==> src/rtl/surf_wb_router.sv <==
// surf_wb_router: registered Wishbone router from one master to N_SURF targets with per-transaction timeout
module surf_wb_router #(
    parameter int N_SURF  = 7,
    parameter int SEL_W   = 3,
    parameter int ADR_W   = 22,
    parameter int TIMEOUT = 1023
) (
    input  logic                wb_clk_i,
    input  logic                wb_rst_n_i,
    input  logic                s_cyc_i,
    input  logic                s_stb_i,
    input  logic                s_we_i,
    input  logic [ADR_W-1:0]    s_adr_i,
    input  logic [31:0]         s_dat_i,
    input  logic [3:0]          s_sel_i,
    input  logic [SEL_W-1:0]    s_select_i,
    output logic [31:0]         s_dat_o,
    output logic                s_ack_o,
    output logic                s_err_o,
    output logic                s_rty_o,
    output logic [N_SURF-1:0]   m_cyc_o,
    output logic [N_SURF-1:0]   m_stb_o,
    output logic                m_we_o,
    output logic [ADR_W-1:0]    m_adr_o,
    output logic [31:0]         m_dat_o,
    output logic [3:0]          m_sel_o,
    input  logic [32*N_SURF-1:0] m_dat_i,
    input  logic [N_SURF-1:0]   m_ack_i,
    input  logic [N_SURF-1:0]   m_err_i,
    input  logic [N_SURF-1:0]   m_rty_i,
    output logic [N_SURF-1:0]   timeout_o,
    input  logic                err_rst_i,
    output logic                busy_o
);
    localparam int CW = $clog2(TIMEOUT + 1);
    typedef enum logic [1:0] {IDLE, ACTIVE, RESP} state_t;
    state_t state, nxt;
    logic [N_SURF-1:0] ch_oh, sel_oh;
    logic [CW-1:0] cnt;
    logic [31:0] rd_dat;
    logic req, legal, hit_ack, hit_err, hit_rty, hit, tmo, tmo_set;

    assign req     = s_cyc_i & s_stb_i;
    assign legal   = (s_select_i != '0) && (s_select_i <= SEL_W'(N_SURF));
    assign sel_oh  = N_SURF'(1) << (s_select_i - SEL_W'(1));
    assign hit_ack = |(m_ack_i & ch_oh);
    assign hit_err = |(m_err_i & ch_oh);
    assign hit_rty = |(m_rty_i & ch_oh);
    assign hit     = hit_ack | hit_err | hit_rty;
    assign tmo     = cnt == CW'(TIMEOUT - 1);
    assign tmo_set = (state == ACTIVE) && s_cyc_i && !hit && tmo;
    assign busy_o  = state != IDLE;

    always_comb begin
        rd_dat = '0;
        for (int k = 0; k < N_SURF; k++)
            if (ch_oh[k]) rd_dat = m_dat_i[32*k +: 32];
    end

    always_comb begin
        nxt = state == IDLE   ? (req ? (legal ? ACTIVE : RESP) : IDLE) :
              state == ACTIVE ? (!s_cyc_i ? IDLE : (hit || tmo) ? RESP : ACTIVE) :
                                IDLE;
    end

    always_ff @(posedge wb_clk_i) begin
        if (!wb_rst_n_i) state <= IDLE;
        else state <= nxt;
    end

    always_ff @(posedge wb_clk_i) begin
        if (!wb_rst_n_i) begin
            ch_oh     <= '0;
            cnt       <= '0;
            m_cyc_o   <= '0;
            m_stb_o   <= '0;
            m_we_o    <= 1'b0;
            m_adr_o   <= '0;
            m_dat_o   <= '0;
            m_sel_o   <= '0;
            s_dat_o   <= '0;
            s_ack_o   <= 1'b0;
            s_err_o   <= 1'b0;
            s_rty_o   <= 1'b0;
            timeout_o <= '0;
        end else begin
            s_ack_o   <= 1'b0;
            s_err_o   <= 1'b0;
            s_rty_o   <= 1'b0;
            timeout_o <= (err_rst_i ? '0 : timeout_o) | (tmo_set ? ch_oh : '0);
            if (state == IDLE && req) begin
                if (legal) begin
                    ch_oh   <= sel_oh;
                    m_cyc_o <= sel_oh;
                    m_stb_o <= sel_oh;
                    m_we_o  <= s_we_i;
                    m_adr_o <= s_adr_i;
                    m_dat_o <= s_dat_i;
                    m_sel_o <= s_sel_i;
                    cnt     <= '0;
                end else begin
                    s_err_o <= 1'b1;
                    s_dat_o <= '0;
                end
            end else if (state == ACTIVE) begin
                cnt <= cnt + CW'(1);
                if (!s_cyc_i || hit || tmo) begin
                    m_cyc_o <= '0;
                    m_stb_o <= '0;
                end
                // a response arriving on the timeout cycle takes precedence over the timeout
                if (s_cyc_i && (hit || tmo)) begin
                    s_err_o <= hit_err || !hit;
                    s_rty_o <= !hit_err && hit_rty;
                    s_ack_o <= !hit_err && !hit_rty && hit_ack;
                    s_dat_o <= (!hit_err && !hit_rty && hit_ack) ? rd_dat : '0;
                end
            end
        end
    end
endmodule
==> config.mk <==
export PLATFORM = sky130hd
export DESIGN_NAME = surf_wb_router
export DESIGN_NICKNAME = d
export VERILOG_FILES = /design/src/rtl/surf_wb_router.sv
export SDC_FILE = /design/constraint.sdc
export NUM_CORES = 1
export LEC_CHECK = 0
export CAP_MARGIN = 40
export CORE_AREA = 2 2 164 166
export DETAILED_ROUTE_END_ITERATION = 10
export DIE_AREA = 0 0 166 168
export SYNTH_ARGS = -nofsm -noshare
export SYNTH_HDL_FRONTEND = slang
export SYNTH_SLANG_ARGS = --single-unit
==> constraint.sdc <==
create_clock -name wb_clk_i -period 5.8 [get_ports wb_clk_i]
set_clock_uncertainty 0.1 [all_clocks]
set_input_delay 1.45 -clock wb_clk_i [delete_from_list [all_inputs] [get_ports wb_clk_i]]
set_output_delay 1.45 -clock wb_clk_i [all_outputs]
set_load 0.03 [all_outputs]
==> impl_metrics.tcl, run 1 <==
set metrics [dict create \
    status "finished clean" \
    gr-usage-all-layers_pct 21.3 \
    place_congestion 0.905 \
    crit_fanout 21 \
    ys_ff_latch 127 \
    drt_first_iter_violations 428 \
    fill_cells 2599 \
    antenna_found_initial 3 \
    total_power_mw 2.56 \
    cts.path.max_buffers 2 \
    first_global_vias 7872 \
    syn-num-nets 1154 \
    rsz0062_at_grt "no" \
    pre_cts_slack_ps 1770 \
    dpl.hpwl_mm 23.3 \
    hp-class "register to register" \
    max_cap_viol_count 0 \
    syn_area_per_cell_um2 8.14 \
    cts.sinks 127 \
    worst-path-buf-inv 2 \
    die_width_um 166 \
    worstSetupEndpointType "register" \
    synth.distinct_cells 55 \
    setup_ws_ps 2160 \
    path_class "primary input to register" \
    drtAntennaViolNets 0 \
    startpoint "m_err_i[1]" \
    yosys_warnings 0 \
    maxSlewViolCount 0 \
    holdBufCountCts 0 \
    synth_edf_count 0 \
    synth.top_cell.area_share_pct 37.2 \
    critPathLaunchType "primary input" \
    setup_tns_ps 0 \
    min_period_over_period_pct 62.8 \
    crit_chain "clkdlybuf4s50_1 > a222oi_1 > nand4_1 > or3_2 > buf_4 > o2bb2ai_1" \
    h-tree-depth 4 \
    irDropWorstVdd_v 0.000173 \
    grt_overflow 0 \
    p_leak_nw 4.02 \
    yosys-top-cells-area "dfxtp_1, nand2_1, o2bb2ai_2" \
    finalHoldViolCount 0 \
    drt_wl_total_mm 31.2 \
    cp_top_family "simple AND/OR/NAND/NOR gates" \
    synth_ff_type "dfxtp_1" \
    dieHeight_um 168 \
    slowest_delay_ps 840 \
    synthArstFlopShare_pct 0 \
    crit_required_ps 6030 \
    dr.pass1.iters 8 \
    io_pins 428 \
    drc 0 \
    ys_seq_area_share_pct 37.2 \
    regToRegStartpoint "ch_oh[3]" \
    cts_buffers 17 \
    core_mm2 0.0264 \
    tightest_slew_ps 890 \
    root_buffer "clkbuf_16" \
    cp.arrival_ps 3880 \
    utilization_pct 45.4 \
    period_minus_slack_ps 3640 \
    hp-start "m_dat_o[20]" \
    placementRows 60 \
    numPortBuffers 427 \
    placedCellCount 1539 \
    finalSetupViolCount 0 \
    avgViaCountPerCell 5.06 \
    nets 1531 \
    ctsResizeCount 0 \
    dieArea_mm2 0.0279 \
    netlist_area_mm2 0.00684 \
    p_per_area_mw_per_mm2 214 \
    slew_headroom_pct 40.4 \
    cts_setup_buffers 0 \
    grt_start_max_net_pins 60 \
    yosysTopAreaCell "dfxtp_1" \
    hold_slack_ps 354 \
    clk_latency_ps 410 \
    start_util_pct 25.9 \
    drive_gt1_share_pct 8.05 \
    syn_inst 840 \
    grt_pass1_wl_mm 46.5 \
    path_clk_slew_ps 60 \
    cts_tree "built" \
    vias 7957 \
    postLayoutCellArea_mm2 0.0120 \
    max_freq_ghz 0.274 \
    postPlaceCellArea_mm2 0.0114 \
    wire_per_inst_um 19.8 \
    crit_slowest_cell "or3_2" \
    stdcell_count 1574 \
    syn_to_final_growth_pct 75.1 \
]
registers in the layout (all words and copies together), names as in the netlist:
register / count
ch_oh: 7
cnt: 10
m_adr_o: 22
m_dat_o: 32
m_sel_o: 4
m_stb_o: 7
m_we_o: 1
s_ack_o: 1
s_dat_o: 32
s_err_o: 1
s_rty_o: 1
state: 2
timeout_o: 7
layer usage:
| layer | GRT usage (%) | vias up | part of all wire (%) |
|---|---|---|---|
| li1 | - | 3840 | - |
| met1 | 25.4 | 3712 | 41 |
| met2 | 36.2 | 372 | 48 |
| met3 | 6.91 | 33 | 8.9 |
| met4 | 7.49 | 0 | 2.4 |
| met5 | 0 | - | 0 |
Yosys cell counts, types with 5 or more instances:
cell type and n:
a21boi_0 41, nand2b_1 19, nand3_1 9, inv_1 6
o2bb2ai_2 30, nor2b_1 16, o22ai_1 31, buf_4 8
a21oi_1 16, nand2_1 162, clkbuf_1 69, nand4_1 5
dfxtp_1 127, nor3_1 39, a22oi_1 20, o31ai_1 14
nor2_1 32, o21ai_0 63, a221oi_1 31, a22o_1 8
a221o_1 19, a21boi_1 22
worst reg2reg max path, delay by kind of cell, from the launching register on:
kind,cells,cell delay [ps]
buffers and inverters,2,650
AND/OR/NAND/NOR,2,1090
AO/OA/AOI/OAI,2,610
flip-flops,1,370
report_power, final:
group | total (mW) | switching, mW | leakage [nW] | internal, mW
sequential | 0.914 | 0.0175 | 1.03 | 0.896
combinational | 0.523 | 0.228 | 2.70 | 0.295
clock | 1.12 | 0.438 | 0.290 | 0.685
path summary, 6_finish.rpt:
path / endpoint / slack (ps) / cells past startpoint
setup reg to reg: s_dat_o[31] / 2900 / 6
hold / removal: m_dat_o[20] / 350 / 2
setup / recovery: s_dat_o[31] / 2160 / 6
hold reg to reg: m_dat_o[20] / 350 / 2
cell families (layout without fill, tap and decap cells):
| logic type | after synthesis | after routing | share of synthesized area [%] |
|---|---|---|---|
| xor+xnor | 5 | 5 | 0.640 |
| compound gates | 310 | 310 | 35.6 |
| buf+inv | 96 | 486 | 6.37 |
| fa+ha+maj | 2 | 2 | 0.366 |
| other cells | 0 | 3 | 0 |
| flops | 127 | 127 | 37.2 |
| simple gates | 300 | 300 | 19.8 |
cell type report:
type / count / area [um2] / area share [%]
Tap cell: 341 / 427 / 3.56
Timing Repair Buffer: 446 / 4470 / 37.3
Inverter: 8 / 30.0 / 0.251
Antenna cell: 3 / 7.51 / 0.0627
Clock inverter: 14 / 181 / 1.51
Multi-Input combinational cell: 617 / 3880 / 32.4
Clock buffer: 18 / 429 / 3.58
Sequential cell: 127 / 2550 / 21.3
layout by cell type, fill, tap and decap left out, types with 5 or more instances in the layout:
cell             instances
a21boi_0                41
a21boi_1                22
a21oi_1                 16
a221o_1                 19
a221oi_1                31
a22o_1                   8
a22oi_1                 20
buf_4                   14
clkbuf_16               17
clkdlybuf4s50_1        426
dfxtp_1                122
dfxtp_2                  5
inv_1                    6
nand2_1                162
nand2b_1                19
nand3_1                  9
nand4_1                  5
nor2_1                  32
nor2b_1                 15
nor3_1                  39
o21ai_0                 63
o22ai_1                 31
o2bb2ai_2               30
o31ai_1                 13
Note: power is estimated with default switching activity, not from simulation.
==> run 2, diff against run 1 <==
--- a/config.mk
+++ b/config.mk
@@ -6,9 +6,9 @@
 export NUM_CORES = 1
 export LEC_CHECK = 0
 export CAP_MARGIN = 40
-export CORE_AREA = 2 2 164 166
+export CORE_AREA = 2 2 168 170
 export DETAILED_ROUTE_END_ITERATION = 10
-export DIE_AREA = 0 0 166 168
+export DIE_AREA = 0 0 170 172
 export SYNTH_ARGS = -nofsm -noshare
 export SYNTH_HDL_FRONTEND = slang
 export SYNTH_SLANG_ARGS = --single-unit
==> constraint.sdc (replaced) <==
create_clock -name wb_clk_i -period 2.96 [get_ports wb_clk_i]
set_clock_uncertainty 0.1 [all_clocks]
set_input_delay 0.74 -clock wb_clk_i [delete_from_list [all_inputs] [get_ports wb_clk_i]]
set_output_delay 0.74 -clock wb_clk_i [all_outputs]
set_load 0.03 [all_outputs]
==> impl_metrics.tcl, run 2 (same netlist as run 1, synthesis figures left out) <==
set metrics [dict create \
    power_frac_comb_pct 20.9 \
    avgViaCountPerCell 4.99 \
    drt_wl_total_mm 31.6 \
    met1_length_mm 12.1 \
    drive_gt1_share_pct 9.01 \
    crit_fanout 32 \
    total_power_mw 5.00 \
    cts_setup_buffers 0 \
    place_congestion 0.870 \
    first_global_vias 7784 \
    slowest_delay_ps 410 \
    regToRegStartpoint "ch_oh[5]" \
    rsz0062_at_grt "no" \
    crit_slowest_cell "clkdlybuf4s50_1" \
    cts.path.max_buffers 2 \
    regArea_mm2 0.00255 \
    h-tree-depth 4 \
    cts_buffers 17 \
    clk_latency_ps 420 \
    postPlaceCellArea_mm2 0.0115 \
    start_util_pct 24.9 \
    p_per_area_mw_per_mm2 414 \
    holdBufCountCts 0 \
    dieHeight_um 172 \
    fill_cells 2731 \
    hold_slack_ps 348 \
    p_switching_mw 1.38 \
    startpoint "m_err_i[1]" \
    path_clk_slew_ps 60 \
    hp-start "m_dat_o[31]" \
    max_cap_viol_count 0 \
    cts.sinks 127 \
    power_frac_clock_pct 43.4 \
    worstSetupEndpointType "register" \
    wire_per_inst_um 19.9 \
    status "finished clean" \
    wl_met3_mm 2.95 \
    crit_required_ps 3210 \
    io_pins 428 \
    hp-class "register to register" \
    top_regs "m_dat_o: 32 flops, s_dat_o: 32 flops, m_adr_o: 22 flops" \
    wl_met2_mm 15.6 \
    grt_overflow 0 \
    core_mm2 0.0275 \
    postLayoutCellArea_mm2 0.0121 \
    tightest_slew_ps 884 \
    power_frac_seq_pct 35.7 \
    gr-usage-all-layers_pct 20.6 \
    utilization_pct 44.0 \
    critPathLaunchType "primary input" \
    path_class "primary input to register" \
    drt_first_iter_violations 537 \
    syn_to_final_growth_pct 76.7 \
    finalHoldViolCount 0 \
    dieArea_mm2 0.0292 \
    nets 1544 \
    cp.arrival_ps 2800 \
    drc 0 \
    antenna_found_initial 4 \
    swShare_pct 27.5 \
    crit_chain "clkdlybuf4s50_1 > a222oi_1 > nand3_1 > o41ai_2 > and3_2 > buf_12 > a32o_1" \
    grt_pass1_wl_mm 45.7 \
    finalSetupViolCount 0 \
    final_cell_mix "clkdlybuf4s50_1, nand2_1, dfxtp_1, o21ai_0, a21boi_0" \
    irDropWorstVdd_v 0.000287 \
    multi_input_area_mm2 0.00388 \
    min_period_over_period_pct 86.1 \
    placementRows 61 \
    die_width_um 170 \
    max_freq_ghz 0.392 \
    dr.pass1.iters 5 \
    cts_tree "built" \
    root_buffer "clkbuf_16" \
    grt_start_max_net_pins 84 \
    drtAntennaViolNets 0 \
    dpl.hpwl_mm 23.6 \
    p_leak_nw 4.09 \
    slew_headroom_pct 41.1 \
    numPortBuffers 427 \
    p_int_mw 3.62 \
    top_layer "met4" \
    vias 7949 \
    ctsResizeCount 0 \
    maxSlewViolCount 0 \
    final_common_cell "clkdlybuf4s50_1" \
    period_minus_slack_ps 2550 \
]
run 2: changes by cell type in the layout (fill, tap and decap cells not counted):
cell and delta:
buf_4 +12, buf_12 +4, buf_8 -2, inv_6 +2
inv_8 +2, buf_16 -1, bufinv_16 -1, clkinv_2 -1
clkinv_4 -1, clkinvlp_4 -1, diode_2 +1
run 2: metrics by stage:
stage                     cells  worst slack (ps)  setup TNS (ps)
final                      1593               411               0
after CTS                  1589               415               0
after global routing       1592               290               0
after detailed placement   1557             -26.3           -90.8
after global placement     1556             -1.87           -1.87
after floorplan             840               616               0
run 2: routing by layer:
metal | vias to the layer above | global-route usage, %
met1 | 3676 | 23.2
li1 | 3860 | -
met3 | 48 | 7.32
met5 | - | 0
met2 | 365 | 35.9
met4 | 0 | 7.54
run 2: power by group through the flow:
stage,clock (mW),combinational [mW],sequential (mW)
detailed placement,0,1.04,1.83
CTS,2.24,1.05,1.79
global placement,0,1.04,1.83
floorplan,0,0.330,1.90
finish,2.17,1.05,1.79
global route,2.31,1.12,1.79
run 2: worst paths after layout:
path                               endpoint  slack [ps]  depth (start not counted)
worst max register to register  s_dat_o[30]         770                          6
worst min register to register  m_dat_o[31]         350                          2
worst max-delay path            s_dat_o[30]         410                          7
worst min-delay path            m_dat_o[31]         350                          2
run 2: final cells by class:
cell class	instances	area share (%)
diodes	4	0.0828
clock buffers	18	3.55
clock inverters	14	1.41
inverters	8	0.248
multi-input cells	617	32.1
flip-flops and latches	127	21.1
well taps	346	3.58
repair buffers	459	37.9
run 2: worst max-delay path: cells and delay by family:
kind / cells / cell delay (ps)
AO/OA/AOI/OAI: 3 / 950
buffers and inverters: 2 / 640
AND/OR/NAND/NOR: 2 / 440
